[config.mk]
export PLATFORM = sky130hd
export DESIGN_NAME = alephminer_result_packer
export DESIGN_NICKNAME = d
export VERILOG_FILES = /design/src/rtl/alephminer_result_packer.sv
export SDC_FILE = /design/constraint.sdc
export NUM_CORES = 1
export LEC_CHECK = 0
export ABC_AREA = 1
export BUFFER_PORTS_ARGS = -buffer_cell sky130_fd_sc_hd__buf_4
export CORE_AREA = 4 4 301 303
export DETAILED_ROUTE_END_ITERATION = 16
export DIE_AREA = 0 0 305 307
export GPL_TIMING_DRIVEN = 1
export PLACE_DENSITY = 0.6
export SLEW_MARGIN = 20
export SYNTH_ARGS = -nofsm -noshare
export SYNTH_HDL_FRONTEND = slang
export SYNTH_SLANG_ARGS = --single-unit
[constraint.sdc]
create_clock -name aclk -period 40.5 [get_ports aclk]
set_clock_uncertainty 0.05 [all_clocks]
set_input_delay 6.075 -clock aclk [delete_from_list [all_inputs] [get_ports aclk]]
set_output_delay 6.075 -clock aclk [all_outputs]
set_load 0.005 [all_outputs]
[src/rtl/alephminer_result_packer.sv]
// Result packer: captures one hash-core result record, requests a slot write and streams it
// out word by word. Define ALEPHMINER_PACKER_TIMEOUT_EN to add the WAIT_B watchdog.
module alephminer_result_packer #(
  parameter int unsigned C_M_AXI_ADDR_WIDTH = 64,
  parameter int unsigned C_M_AXI_DATA_WIDTH = 32,
  parameter int unsigned C_RESULT_WIDTH     = 512,
  parameter int unsigned C_NUM_SLOTS        = 16,
  parameter int unsigned C_TIMEOUT          = 65535
) (
  input  logic                          aclk,
  input  logic                          areset,
  input  logic                          res_valid,
  output logic                          res_ready,
  input  logic [C_RESULT_WIDTH-1:0]     res_data,
  input  logic [C_M_AXI_ADDR_WIDTH-1:0] base_addr,
  output logic                          ctrl_start,
  output logic [C_M_AXI_ADDR_WIDTH-1:0] ctrl_addr_offset,
  output logic [C_M_AXI_ADDR_WIDTH-1:0] ctrl_xfer_size_in_bytes,
  output logic                          Vld_O,
  input  logic                          Rdy_I,
  output logic [C_M_AXI_DATA_WIDTH-1:0] Data_O,
  input  logic                          BVld_I,
  output logic                          busy,
  output logic [31:0]                   result_count,
  output logic                          err
);

  localparam int unsigned NWORDS = C_RESULT_WIDTH / C_M_AXI_DATA_WIDTH;
  localparam int unsigned WCW    = (NWORDS > 1) ? $clog2(NWORDS) : 1;
  localparam int unsigned SW     = (C_NUM_SLOTS > 1) ? $clog2(C_NUM_SLOTS) : 1;
  localparam logic [WCW-1:0] LAST_WORD = WCW'(NWORDS - 1);
  localparam logic [SW-1:0]  LAST_SLOT = SW'(C_NUM_SLOTS - 1);

  localparam logic [1:0] S_IDLE   = 2'd0;
  localparam logic [1:0] S_START  = 2'd1;
  localparam logic [1:0] S_STREAM = 2'd2;
  localparam logic [1:0] S_WAIT_B = 2'd3;

  if (!(C_M_AXI_DATA_WIDTH == 32 || C_M_AXI_DATA_WIDTH == 64 || C_M_AXI_DATA_WIDTH == 128 ||
        C_M_AXI_DATA_WIDTH == 256 || C_M_AXI_DATA_WIDTH == 512)) begin : g_bad_dw
    $error("C_M_AXI_DATA_WIDTH must be 32, 64, 128, 256 or 512");
  end
  if (NWORDS == 0 || (C_RESULT_WIDTH % C_M_AXI_DATA_WIDTH) != 0) begin : g_bad_rw
    $error("C_RESULT_WIDTH must be a non-zero multiple of C_M_AXI_DATA_WIDTH");
  end
  if (C_NUM_SLOTS == 0 || (C_NUM_SLOTS & (C_NUM_SLOTS - 1)) != 0) begin : g_bad_slots
    $error("C_NUM_SLOTS must be a power of two");
  end
  if (C_TIMEOUT == 0) begin : g_bad_tmo
    $error("C_TIMEOUT must be non-zero");
  end

  logic [1:0]                state;
  logic [WCW-1:0]            word_cnt;
  logic [SW-1:0]             slot_idx;
  logic [C_RESULT_WIDTH-1:0] shreg;
  logic                      wd_expire;

`ifdef ALEPHMINER_PACKER_TIMEOUT_EN
  localparam int unsigned TW = $clog2(C_TIMEOUT + 1);
  logic [TW-1:0] wd_cnt;

  // Counter sits at zero outside WAIT_B, so it is already cleared on entry.
  assign wd_expire = (state == S_WAIT_B) && !BVld_I && (wd_cnt == TW'(C_TIMEOUT - 1));

  always_ff @(posedge aclk or negedge areset) begin
    if (!areset) begin
      wd_cnt <= '0;
      err    <= 1'b0;
    end else begin
      wd_cnt <= (state == S_WAIT_B) ? wd_cnt + 1'b1 : '0;
      if (wd_expire) err <= 1'b1;
    end
  end
`else
  assign wd_expire = 1'b0;
  assign err       = 1'b0;
`endif

  always_ff @(posedge aclk or negedge areset) begin
    if (!areset) begin
      state            <= S_IDLE;
      word_cnt         <= '0;
      slot_idx         <= '0;
      result_count     <= '0;
      ctrl_addr_offset <= '0;
    end else begin
      case (state)
        S_IDLE: begin
          if (res_valid) begin
            ctrl_addr_offset <= base_addr + (C_M_AXI_ADDR_WIDTH'(slot_idx) << 12);
            word_cnt         <= '0;
            state            <= S_START;
          end
        end
        S_START: state <= S_STREAM;
        S_STREAM: begin
          if (Rdy_I) begin
            word_cnt <= word_cnt + 1'b1;
            if (word_cnt == LAST_WORD) state <= S_WAIT_B;
          end
        end
        S_WAIT_B: begin
          if (BVld_I) begin
            result_count <= result_count + 32'd1;
            slot_idx     <= (slot_idx == LAST_SLOT) ? '0 : slot_idx + 1'b1;
            state        <= S_IDLE;
          end else if (wd_expire) begin
            state <= S_IDLE;
          end
        end
        default: state <= S_IDLE;
      endcase
    end
  end

  // Datapath register needs no reset: it is always reloaded on accept.
  always_ff @(posedge aclk) begin
    if (state == S_IDLE && res_valid)
      shreg <= res_data;
    else if (state == S_STREAM && Rdy_I)
      shreg <= shreg >> C_M_AXI_DATA_WIDTH;
  end

  assign res_ready               = (state == S_IDLE) && areset;
  assign ctrl_start              = (state == S_START);
  assign Vld_O                   = (state == S_STREAM);
  assign Data_O                  = shreg[C_M_AXI_DATA_WIDTH-1:0];
  assign busy                    = (state != S_IDLE);
  assign ctrl_xfer_size_in_bytes = C_M_AXI_ADDR_WIDTH'(C_RESULT_WIDTH / 8);

endmodule

* Word-level counts from Yosys, hierarchy flattened
Index checks and enable logic that the tools add are counted.
Storage, ports and cells: register bits 618, input port bits 581, word-level logic and storage cells 41
Operators by class: add/sub/neg operators 4, equality and inequality tests 9, muxes and demuxes 11, reductions and logical operators 11
Operators with widths (count):
- $mux 512 | 2
- $add 64x16->64 | 1
- $add 32x1->32 const B | 1
- $mux 4 | 3
- $add 4x1->4 const B | 2
- $eq 4x4->1 const B | 2
- $mux 2 | 4
- $pmux 2 s4 | 1
- $pmux 4 s2 | 1
- $reduce_bool 2->1 | 3
- $eq 2x2->1 const B | 2
- $ne 2x1->1 const B | 2
- $ne 2x2->1 const B | 2
- $reduce_and 2->1 | 2
- $reduce_and 4->1 | 1
- $logic_and 1x1->1 | 3
- $reduce_and 3->1 | 1
- $eq 2x1->1 const B | 1
- $logic_not 2->1 | 1

* Logic depth before layout (Yosys ltp)
word-level depth 4, depth in mapped cells 13, gate-level depth less buffers 13

* Worst setup path before layout
Ideal clock, no wire load.
kind in2reg, from input port res_valid, to register shreg[0], enable pin, setup time 3624 ps, arrival time 15025 ps, required time 36826 ps, slack 21801 ps, stages 4, path buffers 2, cell sequence nand2_1 buf_2 buf_1 nand2_1
Between the ends: cells in the longest elaborated chain, start to end 2
RTL lines:
- start, declared | RTL line 12 | input logic res_valid,
- $logic_and 1x1->1 | RTL line 119 | if (state == S_IDLE && res_valid)
- $reduce_bool 2->1 (no line)
- end signal, assigned | RTL line 120 | shreg <= res_data;
- end signal, assigned | RTL line 122 | shreg <= shreg >> C_M_AXI_DATA_WIDTH;
- end, declared | RTL line 56 | logic [C_RESULT_WIDTH-1:0] shreg;
Every way passes these cells. A chain may end at the register's enable or synchronous reset.

* Worst setup path after layout
from input port areset, to output port res_ready
Between the ends: cells in the longest elaborated chain, start to end 1
RTL lines:
- start, declared | RTL line 11 | input logic areset,
- $logic_and 1x1->1 | RTL line 125 | assign res_ready = (state == S_IDLE) && areset;
- end, declared | RTL line 13 | output logic res_ready,
Every way passes these cells.

==> impl_metrics.ini <==
[run_status]
status = completed

[synth]
synth_area_um2 = 28800
syn_area_per_cell_um2 = 9.07
async_flop_share = 0.172
ys_seq_area_frac = 0.625
yosysTopAreaCellShare = 0.533
synth_ff_type = edfxtp_1
ys_ff_latch = 618
netlist_instances = 3178
synthTopCellsByArea = edfxtp_1 53%, nand2_1 24%, dfrtp_1 9.2%
synth_commonest_cells = 1,825 x nand2_1, 512 x edfxtp_1, 155 x nor2_1
synth_most_common_cell = nand2_1
yosysUniqueCellTypes = 42
yosysWarnings = 0
synth_edf_count = 512
yosys.area.top_type = edfxtp_1

[power]
leakage_nw = 17.2
clkPwrFrac = 0.266
p_per_area_nw_per_um2 = 63.5
internal_power_w = 0.00161
ir_worst_vdd_v = 0.0000523
switching_power_w = 0.000735
pwr-share-comb = 0.263
pwr-share-seq = 0.471
sw_frac_of_total = 0.313

[sta]
period_share = 0.319
fin_crit_ns = 12.93
rsz0062_at_grt = false
relSlewSlack = 0.0914
setup_violations = 0
tightest_slew_ns = 1.36
setup_tns_ns = 0
maxSlewViolCount = 0
max_freq_ghz = 0.0773
hold_viol = 0

[drt]
vias = 22300
drtPass1Iterations = 5
via_per_inst = 4.40
drt_iter0_markers = 1656
wl_mm = 85.7
drc_errors = 0
route.detailed.wl_per_inst_um = 17.0
ant_nets = 0

[critical_path]
slowest_delay_ns = 0.43
cp-start-kind = input port
crit_required_ns = 34.38
worstPathCellList = buf_4 -> nand2_1 -> inv_1 -> buf_4
cp_common_cell = buf_4
worstSetupEndpointType = primary output
path_max_fanout = 39
worst-setup-path-type = input port to primary output
crit_arrival_ns = 6.80
rr_worst_depth = 7
crit_slowest_cell = buf_4

[clocking]
cts_max_level = 3
cts.path.max_buffers = 3
clk_latency_ns = 0.60
cts_inserted_buffers = 72
cts_tree = yes
clock-root-buffer = clkbuf_16
ctsHoldBuffers = 0
postCtsSetupBuffers = 0
cts.sinks = 618
clkTransAtPathRegs_ns = 0.05
ctsResizeCount = 0

[finish]
fin_util = 0.421
drive_gt1_frac = 0.223
final_nets = 4415
area_growth_syn_to_layout_pct = 28.3
final_cells = 5054

[global_route]
grtUsageMet3 = 0.0658
grt_pass1_vias = 21000
track_usage = 0.174
grt_pass1_wl_mm = 126
globalRouteMet1Util = 0.214
gr-max-usage-layer = met2
gr-total-overflow = 0
grt_max_degree = 193
grtUsageMet2 = 0.283
antenna_found_initial = 19

[floorplan]
dieArea_um2 = 93600
rows = 109
die_x_um = 305
start_util = 0.328
core_um2 = 88000
die_h_um = 307
ioPinCount = 778

[min_path]
hp-class = flip-flop to flip-flop
whs_path_depth = 2

[placement]
gp_congestion = 0.872
dp_cells = 4912
dp_hpwl_mm = 61.9
port_buffers = 712

[run]
cap_viol_max_count = 0
## stage by stage
step	area, um2	total power, W	worst slack, ns	hold slack (ns)
finish	37000	0.00235	27.57	0.430
global placement	34800	0.00174	27.55	0.414
global route	37000	0.00250	27.44	0.448
floorplan	29100	0.00161	21.80	0.418
detailed placement	34800	0.00175	27.55	0.416
CTS	37000	0.00238	27.54	0.433
## cells in the final DEF (no fill, tap or decap), types with 4 or more instances in the layout
| cell | Yosys | routed |
|---|---|---|
| clkbuf_16 | 0 | 73 |
| clkbuf_1 | 41 | 20 |
| a21oi_1 | 15 | 15 |
| nor3_1 | 12 | 12 |
| edfxtp_1 | 512 | 512 |
| nand3_1 | 54 | 54 |
| inv_6 | 0 | 6 |
| xnor2_1 | 11 | 11 |
| nor2_2 | 10 | 10 |
| nor2_4 | 4 | 4 |
| buf_4 | 98 | 726 |
| nand2_2 | 5 | 5 |
| o21ai_0 | 24 | 24 |
| xor2_1 | 26 | 26 |
| inv_1 | 123 | 123 |
| nor2_1 | 155 | 155 |
| clkinv_1 | 1 | 10 |
| ha_1 | 12 | 12 |
| conb_1 | 2 | 65 |
| clkinv_2 | 0 | 10 |
| nand2_1 | 1825 | 1823 |
| o21ai_1 | 6 | 6 |
| nand3b_1 | 4 | 4 |
| dfrtp_1 | 106 | 106 |
| diode_2 | 0 | 14 |
| nand4_1 | 16 | 16 |
| clkbuf_8 | 0 | 4 |
| a31oi_1 | 5 | 5 |
## worst paths after layout
path | startpoint | endpoint | slack (ns)
setup / recovery | areset | res_ready | 27.57
hold / removal | ctrl_addr_offset[55] | ctrl_addr_offset[55] | 0.43
setup reg to reg | state[0] | shreg[168] | 35.35
hold reg to reg | ctrl_addr_offset[55] | ctrl_addr_offset[55] | 0.43
max in group asynchronous | areset | ctrl_addr_offset[47] | 33.63
min in group asynchronous | areset | result_count[17] | 5.41
## flip-flops by register name, indices dropped and copies added, names as in the netlist
signal            count
ctrl_addr_offset     64
result_count         32
shreg               512
slot_idx              4
state                 2
word_cnt              4
## cell families after synthesis
kind of cell / count (synthesis) / share of synthesized area
AND/OR/NAND/NOR: 2099 / 0.285
adder cells (fa/ha/maj): 13 / 0.00590
XOR/XNOR: 37 / 0.0112
other: 2 / 0.000261
buffers and inverters: 348 / 0.0608
AO/OA/AOI/OAI: 61 / 0.0119
flip-flops: 618 / 0.625
## power groups by stage
stage / Sequential [W] / Clock, W / Combinational (W)
2_1_floorplan: 0.00121 / 0 / 0.000395
3_3_place_gp: 0.00112 / 0 / 0.000622
3_5_place_dp: 0.00112 / 0 / 0.000632
4_1_cts: 0.00111 / 0.000642 / 0.000634
5_1_grt: 0.00113 / 0.000669 / 0.000706
6_report: 0.00111 / 0.000624 / 0.000619
## metal layers
layer / vias to the layer above / wire [um]
li1: 11300 / -
met5: - / 34
met4: 4 / 2250
met1: 10100 / 34700
met3: 123 / 8680
met2: 735 / 40100
## layout make-up
class	count	area [um2]
Antenna cell	14	35.0
Clock buffer	97	1960
Clock inverter	31	253
Fill cell	8815	51000
Inverter	126	480
Multi-Input combinational cell	2275	9300
Sequential cell	618	18000
Tap cell	1165	1460
Timing Repair Buffer	728	5490
## critical path, delay by kind of cell
| family | cells | cell delay, ns |
|---|---|---|
| buffers and inverters | 3 | 0.60 |
| AND/OR/NAND/NOR | 1 | 0.12 |
No activity file was read; power rests on OpenSTA's default activity.
